[config.mk]
export PLATFORM = sky130hd
export DESIGN_NAME = cpu_sram_bridge
export DESIGN_NICKNAME = d
export VERILOG_FILES = /design/src/rtl/cpu_sram_bridge_pkg.sv /design/src/rtl/cpu_sram_bridge_sram_req_latch.sv /design/src/rtl/cpu_sram_bridge.sv
export SDC_FILE = /design/constraint.sdc
export NUM_CORES = 1
export LEC_CHECK = 0
export ABC_AREA = 1
export CORE_MARGIN = 2
export CORE_UTILIZATION = 40
export CTS_CLUSTER_DIAMETER = 50
export CTS_CLUSTER_SIZE = 10
export DETAILED_ROUTE_END_ITERATION = 8
export PLACE_DENSITY = 0.83
export SLEW_MARGIN = 10
export SYNTH_ARGS = -nofsm -noshare
export SYNTH_HDL_FRONTEND = slang
export SYNTH_SLANG_ARGS = --single-unit
[constraint.sdc]
create_clock -name clk -period 10.6 [get_ports clk]
set_clock_uncertainty 0.1 [all_clocks]
set_input_delay 1.59 -clock clk [delete_from_list [all_inputs] [get_ports clk]]
set_output_delay 1.59 -clock clk [all_outputs]
set_load 0.01 [all_outputs]
[src/rtl/cpu_sram_bridge_pkg.sv]
// Shared types and helpers for the CPU-to-sram-like bus bridge: FSM encoding,
// bus size codes, request bundle width and the write-enable to size decode.
package cpu_sram_bridge_pkg;

  typedef enum logic [2:0] {
    ST_IDLE   = 3'd0,
    ST_D_REQ  = 3'd1,
    ST_D_WAIT = 3'd2,
    ST_I_REQ  = 3'd3,
    ST_I_WAIT = 3'd4,
    ST_DONE   = 3'd5
  } state_t;

  localparam logic [1:0] SIZE_BYTE = 2'd0;
  localparam logic [1:0] SIZE_HALF = 2'd1;
  localparam logic [1:0] SIZE_WORD = 2'd2;

  // Latched request bundle is {wen, addr, wdata}.
  function automatic int req_bundle_w(input int addr_w, input int data_w);
    return 4 + addr_w + data_w;
  endfunction

  // Reads and unusual strobe patterns go out as full words.
  function automatic logic [1:0] wen_to_size(input logic [3:0] wen);
    logic [1:0] size;
    case (wen)
      4'b0001, 4'b0010, 4'b0100, 4'b1000: size = SIZE_BYTE;
      4'b0011, 4'b1100:                   size = SIZE_HALF;
      default:                            size = SIZE_WORD;
    endcase
    return size;
  endfunction

endpackage

[src/rtl/cpu_sram_bridge_sram_req_latch.sv]
// Per-channel request capture: snapshots {wen, addr, wdata} at the start of a
// pipeline-cycle group and tracks whether that channel still owes a transaction.
module sram_req_latch
  import cpu_sram_bridge_pkg::*;
#(
  parameter int ADDR_W = 32,
  parameter int DATA_W = 32
) (
  input  logic              clk,
  input  logic              rst,
  input  logic              capture,
  input  logic              clear,
  input  logic              en,
  input  logic [3:0]        wen,
  input  logic [ADDR_W-1:0] addr,
  input  logic [DATA_W-1:0] wdata,
  output logic              pend,
  output logic [3:0]        lat_wen,
  output logic [ADDR_W-1:0] lat_addr,
  output logic [DATA_W-1:0] lat_wdata
);

  localparam int REQ_W = req_bundle_w(ADDR_W, DATA_W);

  logic [REQ_W-1:0] req_q;

  always_ff @(posedge clk or posedge rst) begin
    if (rst) begin
      pend <= 1'b0;
    end else if (capture) begin
      pend <= en;
    end else if (clear) begin
      pend <= 1'b0;
    end
  end

  // Payload needs no reset: it is only consumed while pend is set.
  always_ff @(posedge clk) begin
    if (capture) begin
      req_q <= {wen, addr, wdata};
    end
  end

  assign {lat_wen, lat_addr, lat_wdata} = req_q;

endmodule

[src/rtl/cpu_sram_bridge.sv]
// Serializes the core's instruction and data SRAM requests onto one sram-like
// master port (data first, one outstanding), stalling the core until done.
module cpu_sram_bridge
  import cpu_sram_bridge_pkg::*;
#(
  parameter int ADDR_W = 32,
  parameter int DATA_W = 32
) (
  input  logic              clk,
  input  logic              rst,
  input  logic              inst_sram_en,
  input  logic [3:0]        inst_sram_wen,
  input  logic [ADDR_W-1:0] inst_sram_addr,
  input  logic [DATA_W-1:0] inst_sram_wdata,
  output logic [DATA_W-1:0] inst_sram_rdata,
  input  logic              data_sram_en,
  input  logic [3:0]        data_sram_wen,
  input  logic [ADDR_W-1:0] data_sram_addr,
  input  logic [DATA_W-1:0] data_sram_wdata,
  output logic [DATA_W-1:0] data_sram_rdata,
  output logic              stall_req,
  output logic              bus_req,
  output logic              bus_wr,
  output logic [1:0]        bus_size,
  output logic [ADDR_W-1:0] bus_addr,
  output logic [3:0]        bus_wstrb,
  output logic [DATA_W-1:0] bus_wdata,
  input  logic              bus_addr_ok,
  input  logic              bus_data_ok,
  input  logic [DATA_W-1:0] bus_rdata
);

  state_t            state;
  logic              any_en;
  logic              capture;
  logic              clear_d;
  logic              clear_i;
  logic              pend_d;
  logic              pend_i;
  logic              data_sel;
  logic [3:0]        d_wen;
  logic [ADDR_W-1:0] d_addr;
  logic [DATA_W-1:0] d_wdata;
  logic [3:0]        i_wen;
  logic [ADDR_W-1:0] i_addr;
  logic [DATA_W-1:0] i_wdata;
  logic [3:0]        sel_wen;

  assign any_en  = inst_sram_en | data_sram_en;
  assign capture = (state == ST_IDLE) && any_en;
  assign clear_d = (state == ST_D_WAIT) && bus_data_ok;
  assign clear_i = (state == ST_I_WAIT) && bus_data_ok;

  sram_req_latch #(.ADDR_W(ADDR_W), .DATA_W(DATA_W)) u_data_latch (
    .clk       (clk),
    .rst       (rst),
    .capture   (capture),
    .clear     (clear_d),
    .en        (data_sram_en),
    .wen       (data_sram_wen),
    .addr      (data_sram_addr),
    .wdata     (data_sram_wdata),
    .pend      (pend_d),
    .lat_wen   (d_wen),
    .lat_addr  (d_addr),
    .lat_wdata (d_wdata)
  );

  sram_req_latch #(.ADDR_W(ADDR_W), .DATA_W(DATA_W)) u_inst_latch (
    .clk       (clk),
    .rst       (rst),
    .capture   (capture),
    .clear     (clear_i),
    .en        (inst_sram_en),
    .wen       (inst_sram_wen),
    .addr      (inst_sram_addr),
    .wdata     (inst_sram_wdata),
    .pend      (pend_i),
    .lat_wen   (i_wen),
    .lat_addr  (i_addr),
    .lat_wdata (i_wdata)
  );

  // Bus fields come straight from the latches, so they cannot move while a
  // request waits for addr_ok.
  assign data_sel  = (state == ST_D_REQ) || (state == ST_D_WAIT);
  assign sel_wen   = data_sel ? d_wen : i_wen;
  assign bus_addr  = data_sel ? d_addr : i_addr;
  assign bus_wdata = data_sel ? d_wdata : i_wdata;
  assign bus_wr    = |sel_wen;
  assign bus_wstrb = sel_wen;
  assign bus_size  = wen_to_size(sel_wen);

  // Pend flags are set exactly while a transaction of the group is still owed.
  always_comb begin
    stall_req = 1'b0;
    if (rst) begin
      stall_req = 1'b0;
    end else if (state == ST_IDLE) begin
      stall_req = any_en;
    end else if (state != ST_DONE) begin
      stall_req = pend_d | pend_i;
    end
  end

  always_ff @(posedge clk or posedge rst) begin
    if (rst) begin
      state           <= ST_IDLE;
      bus_req         <= 1'b0;
      inst_sram_rdata <= '0;
      data_sram_rdata <= '0;
    end else begin
      case (state)
        ST_IDLE: begin
          if (any_en) begin
            state   <= data_sram_en ? ST_D_REQ : ST_I_REQ;
            bus_req <= 1'b1;
          end
        end
        ST_D_REQ: begin
          if (bus_addr_ok) begin
            state   <= ST_D_WAIT;
            bus_req <= 1'b0;
          end
        end
        ST_D_WAIT: begin
          if (bus_data_ok) begin
            if (d_wen == 4'b0000) begin
              data_sram_rdata <= bus_rdata;
            end
            if (pend_i) begin
              state   <= ST_I_REQ;
              bus_req <= 1'b1;
            end else begin
              state <= ST_DONE;
            end
          end
        end
        ST_I_REQ: begin
          if (bus_addr_ok) begin
            state   <= ST_I_WAIT;
            bus_req <= 1'b0;
          end
        end
        ST_I_WAIT: begin
          if (bus_data_ok) begin
            if (i_wen == 4'b0000) begin
              inst_sram_rdata <= bus_rdata;
            end
            state <= ST_DONE;
          end
        end
        ST_DONE: begin
          state <= ST_IDLE;
        end
        default: begin
          state   <= ST_IDLE;
          bus_req <= 1'b0;
        end
      endcase
    end
  end

endmodule

==> impl_summary.md, run 1 <==
Clock tree
Once the clock tree was built, the setup fixing pass inserted 0 buffers. The number of buffers between clock root and the deepest sink is 3. The CTS buffer count is 28. Clock-pin slew was measured on the worst setup and hold paths at around 0.050 ns. The number of gates given a new drive strength after cts is 0. TritonCTS built the clock tree. The sink count of the clock tree is 206. The cell chosen for the clock root is sky130_fd_sc_hd__clkbuf_16.

The number of levels the H-tree was split into is 1. The source-to-sink clock delay at the later pin of the worst-skew pair is about 0.52 ns. The quantity of hold-fixing buffers added after cts is 0.

Hold path
The beginning of the worst hold path is bus_req. The min-delay analysis places its worst path in the category reg2reg.

Timing
At the pin with the least slew margin, the transition time is 0.9811 ns. The worst-case setup margin in the final layout is around 5.3 ns. Of the available clock period, the critical path in the final layout requires 49.53%. The maximum clock frequency is 190.5 MHz. The final-report max-slew violation count came to 0. The final critical path time including I/O delays and setup is ~5.3 ns. The worst pin sits at a relative slew slack of approximately a third. The number of endpoints failing setup at the final stage is 0. The worst hold slack across all endpoints is 0.3656 ns.

The number of failing hold endpoints at the final stage is 0. The aggregate negative setup slack is 0 ns. Setup repair after global routing left no endpoint under its margin.

Synth
Ranked by total cell area, the synthesized netlist is headed by sky130_fd_sc_hd__edfxtp_1, sky130_fd_sc_hd__dfrtp_1, sky130_fd_sc_hd__mux2_2. Synthesis handed over a netlist of 585 instances. The post-synthesis register bit count is 206. Each instance of the synthesized netlist takes up on average 13.89 µm². In the synthesized netlist the async set-or-reset flop fraction comes to 33.98%. Synthesis instantiated 23 different standard cells from the library. The number of enable flip-flop cells after synthesis is around 140. The synthesized netlist net count is 759.

The proportion of netlist area held by the largest area contributor is approximately half. The cell area after synthesis is 0.008128 mm². The Yosys warning count is 0.

The flip-flop cell with the highest count after synthesis is sky130_fd_sc_hd__edfxtp_1. Sequential cells were found to cover 71.80% of the synthesized design area. The cell type with the highest aggregate area in the netlist is sky130_fd_sc_hd__edfxtp_1.

Die
The initialized floorplan defines between 50 and 60 standard-cell rows. The floorplan core area is 0.02010 mm². In this run the count of I/O pins placed on the die edge is roughly 310. The horizontal die dimension is 146.5 µm. The overall die area is between 0.02 and 0.025 mm². The starting density of the core is 40.43%. The die height is 146.5 µm.

Setup path
The worst setup path is launched from an input port. The startpoint-to-endpoint class of the critical path is in2out. The kind of cell with the highest combined delay along the critical path is buffers and inverters.

The launch point of the critical path is rst. At the worst endpoint, the arrival time is 3.56 ns. The worst-path cell with the longest stage delay is sky130_fd_sc_hd__buf_4. For the worst setup path, the data required time is 8.91 ns.

The cell with the most instances on the worst path is sky130_fd_sc_hd__clkdlybuf4s50_1. The worst setup path is captured at an output port. The signal on the critical path passes through clkdlybuf4s50_1 -> inv_2 -> buf_4 -> nand2_1 -> a21oi_1 -> clkdlybuf4s50_1.

The maximum fanout count along the critical path is 71. For this run, the slowest stage of the critical path takes roughly 0.7 ns. The critical path contains buffers and inverters numbering 4 combined. The worst register-to-register path begins at state[2].

Flow run
The number of maximum-capacitance constraint violations is 0.

Routing
After detailed routing, the total wire length is 20520 µm. The count of unresolved DRC violations after routing is 0. The detailed router finished its first iteration with between 200 and 250 violations. Detailed routing inserted a total of 5590 vias. In the final routed layout, each cell accounts on average for roughly 17 µm. The ratio of routed vias to standard cells is 4.686. In this run the remaining antenna-violating nets after routing total 0. The first-pass iteration count of the detailed router is 4.

Final layout
After the flow finishes, the layout carries non-filler instances totaling 1193. The number of antenna cells inserted is 0. The share of layout cells above drive strength 1 is 16.68%. The layout-stage area growth over the synthesis result is 51.89%. After the last flow step, the layout net total stands at 1083.

Run status
The flow ran to the end, and the final reports show no timing, DRC or antenna violations.

Power and ir drop
Per report_power, the combinational group accounts for a little over 40% of the total. Dividing total power by cell area gives a power density of 299.1 mW/mm². The fraction of power consumed by sequential logic is 34.6%.

Internal power comes to 2.578 mW. In this run, the clock network consumes 24.9% of the power. The largest vdd supply drop is 0.1926 mV. Of the total power, the share spent switching nets is 30.18%.

The leakage component of the power is 4.878 nW. The switching component of the power is 1.114 mW.

Place
The total half-perimeter wirelength after legalization and detailed placement is 14260 µm. Input and output buffers added on the ports amount to 310. Prior to clock tree synthesis, the placed netlist has a worst setup slack of 5.295 ns. The number of placed instances with taps included is between 1000 and 1500. The final estimated routing congestion in global placement is between 0.8 and 0.9.

Global route
Global routing used 18.89% of the available tracks across all layers. The global-route wire length before repair is 31760 µm. Entering global routing, the biggest net connects 76 pins. The remaining global-route overflow is 0. The via count of the first global-routing pass is 5852.

The initial antenna violation count is 2.
-- layer usage --
metal,wire (µm),share of wire (%),global-route usage [%],vias to the layer above
li1,-,-,-,2629
met1,7437,36,20.72,2650
met2,10490,51,33.58,241
met3,1668,8.1,5.938,66
met4,889,4.3,8.495,4
met5,27,0.13,0,-
-- power by group through the flow --
stage / Combinational [mW] / Clock [mW] / Sequential, mW
final: 1.49 / 0.919 / 1.28
after global routing: 1.61 / 0.974 / 1.30
after floorplan: 0.678 / 0 / 1.34
after detailed placement: 1.51 / 0 / 1.29
after CTS: 1.52 / 0.937 / 1.28
after global placement: 1.48 / 0 / 1.28
-- kinds of logic after synthesis --
group | share of synthesized area, %
muxes | 8.867
DFF | 71.80
and+or+nand+nor | 7.712
AOI/OAI and AO/OA | 5.757
buffers and inverters | 5.865
-- worst min-delay path: cells and delay by family (launching register included) --
kind | cells | cell delay, ns
DFF | 1 | 0.34
and+or+nand+nor | 2 | 0.09
-- final timing paths --
check,cells past startpoint,slack (ns),endpoint
max in group asynchronous,3,8.24,state[0]
worst max-delay path,6,5.35,stall_req
min in group asynchronous,3,1.57,data_sram_rdata[15]
worst max register to register,6,7.24,u_data_latch.req_q[50]
worst min-delay path,2,0.37,bus_req
worst min register to register,2,0.37,bus_req
-- registers in the layout, summed over array words and instances, names as in the netlist --
| signal | cells |
|---|---|
| state | 3 |
| u_data_latch.req_q | 68 |
| u_inst_latch.req_q | 68 |
| data_sram_rdata | 32 |
| bus_req | 1 |
| u_inst_latch.pend | 1 |
| u_data_latch.pend | 1 |
| inst_sram_rdata | 32 |
-- metrics by stage --
stage	util [%]	power (mW)	cell area, µm²
after detailed placement	56.85	2.791	11430
after floorplan	-	2.020	8128
after global routing	61.41	3.886	12350
after global placement	56.85	2.754	11430
final	61.41	3.692	12350
after CTS	61.41	3.732	12350
-- final cells by class --
type | instances | area, µm²
fill | 1467 | 7759
sequential | 206 | 5836
timing repair buffer | 314 | 3133
multi-input combinational | 278 | 1815
clock buffer | 34 | 764.5
tap | 270 | 337.8
inverter | 81 | 306.5
clock inverter | 10 | 152.6
-- placed cells by master (no fill, tap or decap), drive strengths merged --
cell type	instances
mux2	64
buf	4
bufinv	4
dfrtp	70
clkdlybuf4s50	310
nand3b	2
nor2	11
edfxtp	136
inv	82
nand2	112
nand3	15
clkbuf	34
nor3	2
a21oi	1
a211oi	1
o21ai	70
clkinvlp	1
clkinv	4
-- synthesized netlist by cell type, types with 3 or more instances --
master                     instances
sky130_fd_sc_hd__nand2_2           7
sky130_fd_sc_hd__buf_6             8
sky130_fd_sc_hd__clkbuf_2          3
sky130_fd_sc_hd__o21ai_0          40
sky130_fd_sc_hd__buf_4             9
sky130_fd_sc_hd__edfxtp_1        136
sky130_fd_sc_hd__inv_1            77
sky130_fd_sc_hd__dfrtp_1          70
sky130_fd_sc_hd__o21ai_2          28
sky130_fd_sc_hd__nand3_1          14
sky130_fd_sc_hd__mux2_2           64
sky130_fd_sc_hd__nand2_1         104
sky130_fd_sc_hd__inv_2             4
sky130_fd_sc_hd__nor2_1            8
No activity file was read; power rests on OpenSTA's default activity.
==> run 2: changes to the inputs <==
- clock period: 10.6 -> 5.45 ns (I/O delays scaled with it)
==> impl_summary.md, run 2 (synthesis results as in run 1) <==
Global route
The overall routing resource usage was 18.31% (-0.58 points). The via count of the first global-routing pass was 5571 (-4.8%). The largest net degree at the start of global routing is 87 (+14%). The initial antenna violation count is 3 (+1). The remaining global-route overflow is 0 (unchanged). The global-route wire length before repair was 30510 µm (-3.9%).

Run status
The flow ran to the end, and the final reports show no timing, DRC or antenna violations.

Hold path
The worst hold path begins at bus_req. The path type of the worst min-delay path is reg2reg. The worst hold path terminates at bus_req. The worst hold path cell count is 2 (unchanged).

Timing
The final-report max-slew violation count was 0 (unchanged). The maximum clock frequency is 253.4 MHz. The number of endpoints failing setup at the final stage is 0 (unchanged).

The number of failing hold endpoints at the final stage is 0 (unchanged). The worst slew margin relative to its limit is 27.84% (-6.7 points). Of the available clock period, the critical path in the final layout requires between 70% and 80%.

Setup repair after global routing left no endpoint under its margin. The final critical path time including I/O delays and setup is about 3.9 ns. The aggregate negative setup slack was 0 ns (unchanged). The actual slew at the worst max-slew pin is 1.082 ns (+0.1012 ns).

Final layout
The final standard cell utilization of the core was 61.03% (-0.37 points). The footprint of the flip-flops and latches was 0.005836 mm² (unchanged). The total area of multi-input combinational cells came to 0.001815 mm² (unchanged). The filler cell count came to 1485 (+1.2%). In the final layout, the registers with the most flip-flops are u_data_latch.req_q (68), u_inst_latch.req_q (68). The leading cell type in the layout, fill and taps excluded is sky130_fd_sc_hd__clkdlybuf4s50_1. The share of layout cells above drive strength 1 is 16.52% (-0.16 points). The layout-stage area growth over the synthesis result is 50.97%.

The number of nets at the end of the flow is 1083 (unchanged). In the layout the commonest cells are sky130_fd_sc_hd__clkdlybuf4s50_1, sky130_fd_sc_hd__edfxtp_1, sky130_fd_sc_hd__nand2_1.

Clock tree
TritonCTS built the clock tree. The clock edge transition at the registers on the reported setup and hold paths is 0.05 ns (about the same). The source-to-sink clock delay at the later pin of the worst-skew pair is 0.52 ns (about the same). The number of buffers between clock root and the deepest sink came to 3 (unchanged). The CTS buffer count is 27 (-3.6%). The sink count of the clock tree came to 206 (unchanged). The number of levels the H-tree was split into was 1 (unchanged). The quantity of hold-fixing buffers added after cts is 0 (unchanged). The cell chosen for the clock root is sky130_fd_sc_hd__clkbuf_16. The total setup buffers inserted after CTS is 0 (unchanged). The number of gates given a new drive strength after cts is 0 (unchanged).

Die
The overall die area is 0.02148 mm² (unchanged). The horizontal die dimension is 146.5 µm (unchanged). The placement row count is 52 (unchanged). The starting density of the core is 40.43% (unchanged). The floorplan core area is 0.02010 mm² (unchanged).

The die height was 146.5 µm (unchanged). The I/O pin count is 311 (unchanged).

Setup path
Traced cell by cell, the critical path runs through inv_2 -> nand3_2 -> nand2_4 -> mux2_2 -> clkdlybuf4s50_1. The arrival time at the worst endpoint is 3.03 ns (-0.53 ns). The launch point of the critical path is state[2]. The slowest stage of the critical path belongs to the cell sky130_fd_sc_hd__nand2_4. The worst path required time is 4.53 ns (-4.38 ns). The worst setup path is launched from a register.

The cell count of the worst reg-to-reg path is 6 (unchanged). In this design, the largest share of critical-path delay is due to simple AND/OR/NAND/NOR gates. By startpoint and endpoint, the worst setup path is classified as reg2out. The maximum cell stage delay along the critical path is 0.76 ns (+0.08 ns). The maximum fanout count along the critical path is 72 (+1.4%). The endpoint kind of the worst setup timing path is an output port.

The critical register-to-register path startpoint is state[2]. The reg2reg setup slack is 2.49 ns (-4.75 ns). The buffers plus inverters on the worst setup path is 2 (-2). In this run the critical register-to-register path is captured at u_data_latch.req_q[21].

Routing
The post-detailed-route wirelength per cell is 16.96 µm (-1.4%). The final wirelength is 20190 µm (-1.6%). The overall via count from detail_route is 5494 (-1.7%). The number of routed nets with antenna violations is 0 (unchanged). The count of routing violations after the opening detailed-route iteration came to 232 (-4.9%).

The ratio of routed vias to standard cells is 4.613 (-1.6%). The count of unresolved DRC violations after routing is 0 (unchanged). The first-pass iteration count of the detailed router is 4 (unchanged).

Power and ir drop
The largest vdd supply drop is 0.3529 mV (+83%). The total power per unit cell area was 573.2 mW/mm² (+92%). The leakage component of the power was 4.842 nW (-0.74%). The total design power is 7.033 mW (+90%).

Place
The total half-perimeter wirelength after legalization and detailed placement is 14370 µm (+0.80%). The final estimated routing congestion in global placement is 0.8136 (-5.5%). The port buffer count is 310 (unchanged).

Flow run
The number of maximum-capacitance constraint violations is 0 (unchanged).
run 2: cell types whose count changed in the layout (fill, tap and decap cells not counted):
| cell | change |
|---|---|
| sky130_fd_sc_hd__bufinv_16 | -2 |
| sky130_fd_sc_hd__buf_4 | +1 |
| sky130_fd_sc_hd__clkbuf_16 | -1 |
| sky130_fd_sc_hd__clkinv_1 | -1 |
| sky130_fd_sc_hd__clkinv_2 | -1 |
| sky130_fd_sc_hd__diode_2 | +1 |
| sky130_fd_sc_hd__inv_6 | +1 |
run 2: worst max-delay path by stage:
stage	to	slack [ns]	depth (start not counted)
final	bus_addr[29]	1.50	5
after global routing	bus_size[1]	1.18	9
after CTS	bus_size[1]	1.47	9
after detailed placement	bus_size[1]	2.03	9
after global placement	bus_wr	2.08	8
after floorplan	u_data_latch.req_q[0]	1.27	5
run 2: stage by stage:
step	instances	hold slack (ns)	setup WS [ns]	cell area [µm²]
2_1_floorplan	585	0.3725	1.266	8128
5_1_grt	1190	0.4098	1.179	12270
3_3_place_gp	1150	0.3573	2.084	11440
4_1_cts	1190	0.3783	1.473	12270
3_5_place_dp	1150	0.3645	2.028	11440
6_report	1191	0.3731	1.504	12270
run 2: report_power, final:
group / switching (mW) / internal [mW]
Sequential: 0.222 / 2.27
Combinational: 1.31 / 1.58
Clock: 0.615 / 1.04
Total: 2.14 / 4.89
run 2: layer usage:
| metal | part of all wire, % | track usage [%] |
|---|---|---|
| met5 | 0.079 | 0 |
| met3 | 8.4 | 5.438 |
| met4 | 3.3 | 7.184 |
| met1 | 37 | 21.25 |
| met2 | 51 | 31.98 |
run 2: worst register-to-register path: cells and delay by family (launching register included):
family                 cells  cell delay [ns]
DFF                        1             0.41
AOI/OAI and AO/OA          1             0.29
and+or+nand+nor            2             0.34
buffers and inverters      3             1.50
run 2: cell type report:
type,instances,area share [%]
Sequential cell,206,47.56
Timing Repair Buffer,315,25.59
Multi-Input combinational cell,278,14.80
Clock buffer,33,6.026
Tap cell,270,2.753
Inverter,81,2.498
Clock inverter,7,0.7546
Antenna cell,1,0.02039
==> run 3: changes to the inputs <==
- clock period: 5.45 -> 3.8 ns (I/O delays scaled with it)
==> impl_summary.md, run 3 (synthesis results as in run 1) <==
Timing
The worst hold slack across all endpoints is 0.3751 ns (+0.001983 ns). The aggregate negative setup slack is 0 ns (unchanged). The maximum clock frequency is ~290 MHz. The actual slew at the worst max-slew pin is 0.8752 ns (-0.2072 ns). The number of endpoints failing setup at the final stage came to 0 (unchanged). The number of failing hold endpoints at the final stage is 0 (unchanged). The final-report max-slew violation count is 0 (unchanged). Subtracting the final worst setup slack from the clock period gives 3.505 ns. The worst slew margin relative to its limit is 41.65% (+14 points).

The final cycle utilization of the critical path is about 92%. Setup repair after global routing left no endpoint under its margin.

Global route
The largest net degree at the start of global routing was 71 (-18%). The global-route wire length before repair is 30790 µm (+0.93%). The overall routing resource usage was 18.53% (+0.22 points). The remaining global-route overflow is 0 (unchanged). The via count of the first global-routing pass is 5581 (+0.18%).

The initial antenna violation count is 0 (-3).

Power and ir drop
The total power per unit cell area is 813.8 mW/mm² (+42%). The total design power came to 9.986 mW (+42%). The combinational share of power is 42.8% (+1.7 points). The leakage component of the power is 4.826 nW (-0.34%).

The fraction of power consumed by sequential logic is 35.5% (about the same). The largest vdd supply drop is 0.4686 mV (+33%). The fraction of power spent switching nets is 31.20% (+0.71 points). The internal power summed over all cells is 6.870 mW (+41%). The clock share of power is 21.8% (-1.7 points). The switching component of the power is 3.116 mW (+45%).

Clock tree
The source-to-sink clock delay at the later pin of the worst-skew pair is 0.52 ns (about the same). The CTS buffer count is 26 (-3.7%). The clock edge transition at the registers on the reported setup and hold paths came to 0.05 ns (about the same). The number of gates given a new drive strength after cts came to 0 (unchanged). The quantity of hold-fixing buffers added after cts is 0 (unchanged). The cell chosen for the clock root is sky130_fd_sc_hd__clkbuf_16. The total setup buffers inserted after CTS is 0 (unchanged).

The number of buffers between clock root and the deepest sink came to 3 (unchanged). The number of levels the H-tree was split into is 1 (unchanged). The CTS tree is done. The sink count of the clock tree is 206 (unchanged).

Place
The total half-perimeter wirelength after legalization and detailed placement is 14880 µm (+3.6%). The number of placed instances with taps included is 1155 (+0.43%). The final estimated routing congestion in global placement was 0.8221 (+1.0%). The port buffer count is 310 (unchanged).

Setup path
The buffers plus inverters on the worst setup path is 3 (+1). The maximum cell stage delay along the critical path is 0.50 ns (-0.26 ns). The startpoint-to-endpoint class of the critical path is reg2out. The critical path startpoint category is a register. The maximum fanout count along the critical path is 26 (-64%). Broken down by cell family, the worst path's largest delay share belongs to buffers and inverters.

The worst path required time came to 3.13 ns (-1.40 ns). STA classifies the critical path endpoint as an output port. The arrival time at the worst endpoint is 2.84 ns (-0.19 ns).

The critical path goes through inv_2 -> nand3_2 -> nand2_4 -> buf_4 -> mux2_2 -> clkdlybuf4s50_1. The worst-path cell with the longest stage delay is sky130_fd_sc_hd__clkdlybuf4s50_1.

Final layout
The share of layout cells above drive strength 1 came to 16.58% (+0.055 points). The library cell used most frequently in the layout, excluding fill and tap cells, is sky130_fd_sc_hd__clkdlybuf4s50_1. The library cells used most frequently in the layout, excluding fill and tap cells, are sky130_fd_sc_hd__clkdlybuf4s50_1, sky130_fd_sc_hd__edfxtp_1, sky130_fd_sc_hd__nand2_1.

The largest registers in the layout are u_data_latch.req_q (68), u_inst_latch.req_q (68). The layout-stage area growth over the synthesis result was 50.97% (unchanged). The number of standard cells in the layout, taps in and fillers out is 1199 (+0.67%). The number of antenna cells inserted is 0 (-1). The final standard cell utilization of the core is 61.03% (unchanged).

The number of nets at the end of the flow is 1087 (+0.37%).

Die
The I/O pin count is 311 (unchanged). The floorplan core area is 0.02010 mm² (unchanged). The horizontal die dimension was 146.5 µm (unchanged). The placement row count is 52 (unchanged). The die height is 146.5 µm (unchanged). The overall die area was 0.02148 mm² (unchanged).

The starting density of the core was 40.43% (unchanged).

Hold path
The min-delay analysis places its worst path in the category reg2reg.

Routing
The overall via count from detail_route is 5583 (+1.6%). The count of unresolved DRC violations after routing is 0 (unchanged). The ratio of routed vias to standard cells is 4.656 (+0.94%).

The post-detailed-route wirelength per cell is 17.15 µm (+1.1%). The count of routing violations after the opening detailed-route iteration is 314 (+35%). The first-pass iteration count of the detailed router came to 7 (+3). The number of routed nets with antenna violations came to 0 (unchanged). The final wirelength was 20560 µm (+1.8%).

Flow run
The number of maximum-capacitance constraint violations is 0 (unchanged).

Run status
The flow ran to the end, and the final reports show no timing, DRC or antenna violations.
[run 3: cell types whose count changed in the layout (fill, tap and decap cells not counted), sizes merged]
cell	delta
clkinv	+1
bufinv	-2
diode	-1
clkbuf	+6
inv	-3
clkinvlp	+2
buf	+5
[run 3: layout make-up]
class / count / area (µm²)
clock buffer: 39 / 709.4
clock inverter: 5 / 48.80
fill: 1518 / 7834
inverter: 81 / 307.8
multi-input combinational: 278 / 1815
sequential: 206 / 5836
tap: 270 / 337.8
timing repair buffer: 320 / 3216
[run 3: worst paths after layout]
kind,from,end,slack [ns],depth (start not counted)
max in group asynchronous,rst,inst_sram_rdata[26],2.48,3
hold reg to reg,bus_req,bus_req,0.38,2
hold / removal,bus_req,bus_req,0.38,2
setup / recovery,state[1],bus_wdata[3],0.29,6
min in group asynchronous,rst,data_sram_rdata[9],0.56,3
setup reg to reg,state[2],u_data_latch.req_q[11],0.87,6
[run 3: through the flow]
stage	setup WS, ns	cell area (µm²)
2_1_floorplan	0.2054	8132
3_3_place_gp	0.2929	11510
3_5_place_dp	0.2970	11510
4_1_cts	0.2629	12270
5_1_grt	0.1328	12270
6_report	0.2947	12270
[run 3: routing by layer]
metal  routed length, µm  vias up  track usage [%]
li1                    -     2642                -
met1                7796     2634            22.20
met2               10240      249            31.32
met3                1639       58            5.063
met4                 883        0            8.495
met5                   0        -                0
[run 3: power by group through the flow]
stage / sequential, mW / combinational (mW) / clock (mW)
floorplan: 3.72 / 1.89 / 0
global placement: 3.55 / 4.23 / 0
detailed placement: 3.58 / 4.29 / 0
CTS: 3.55 / 4.32 / 2.24
global route: 3.62 / 4.56 / 2.33
finish: 3.54 / 4.27 / 2.17
[run 3: worst min-delay path, delay by kind of cell, from the launching register on]
family / cells / cell delay (ns)
AND/OR/NAND/NOR: 2 / 0.09
flip-flops: 1 / 0.34
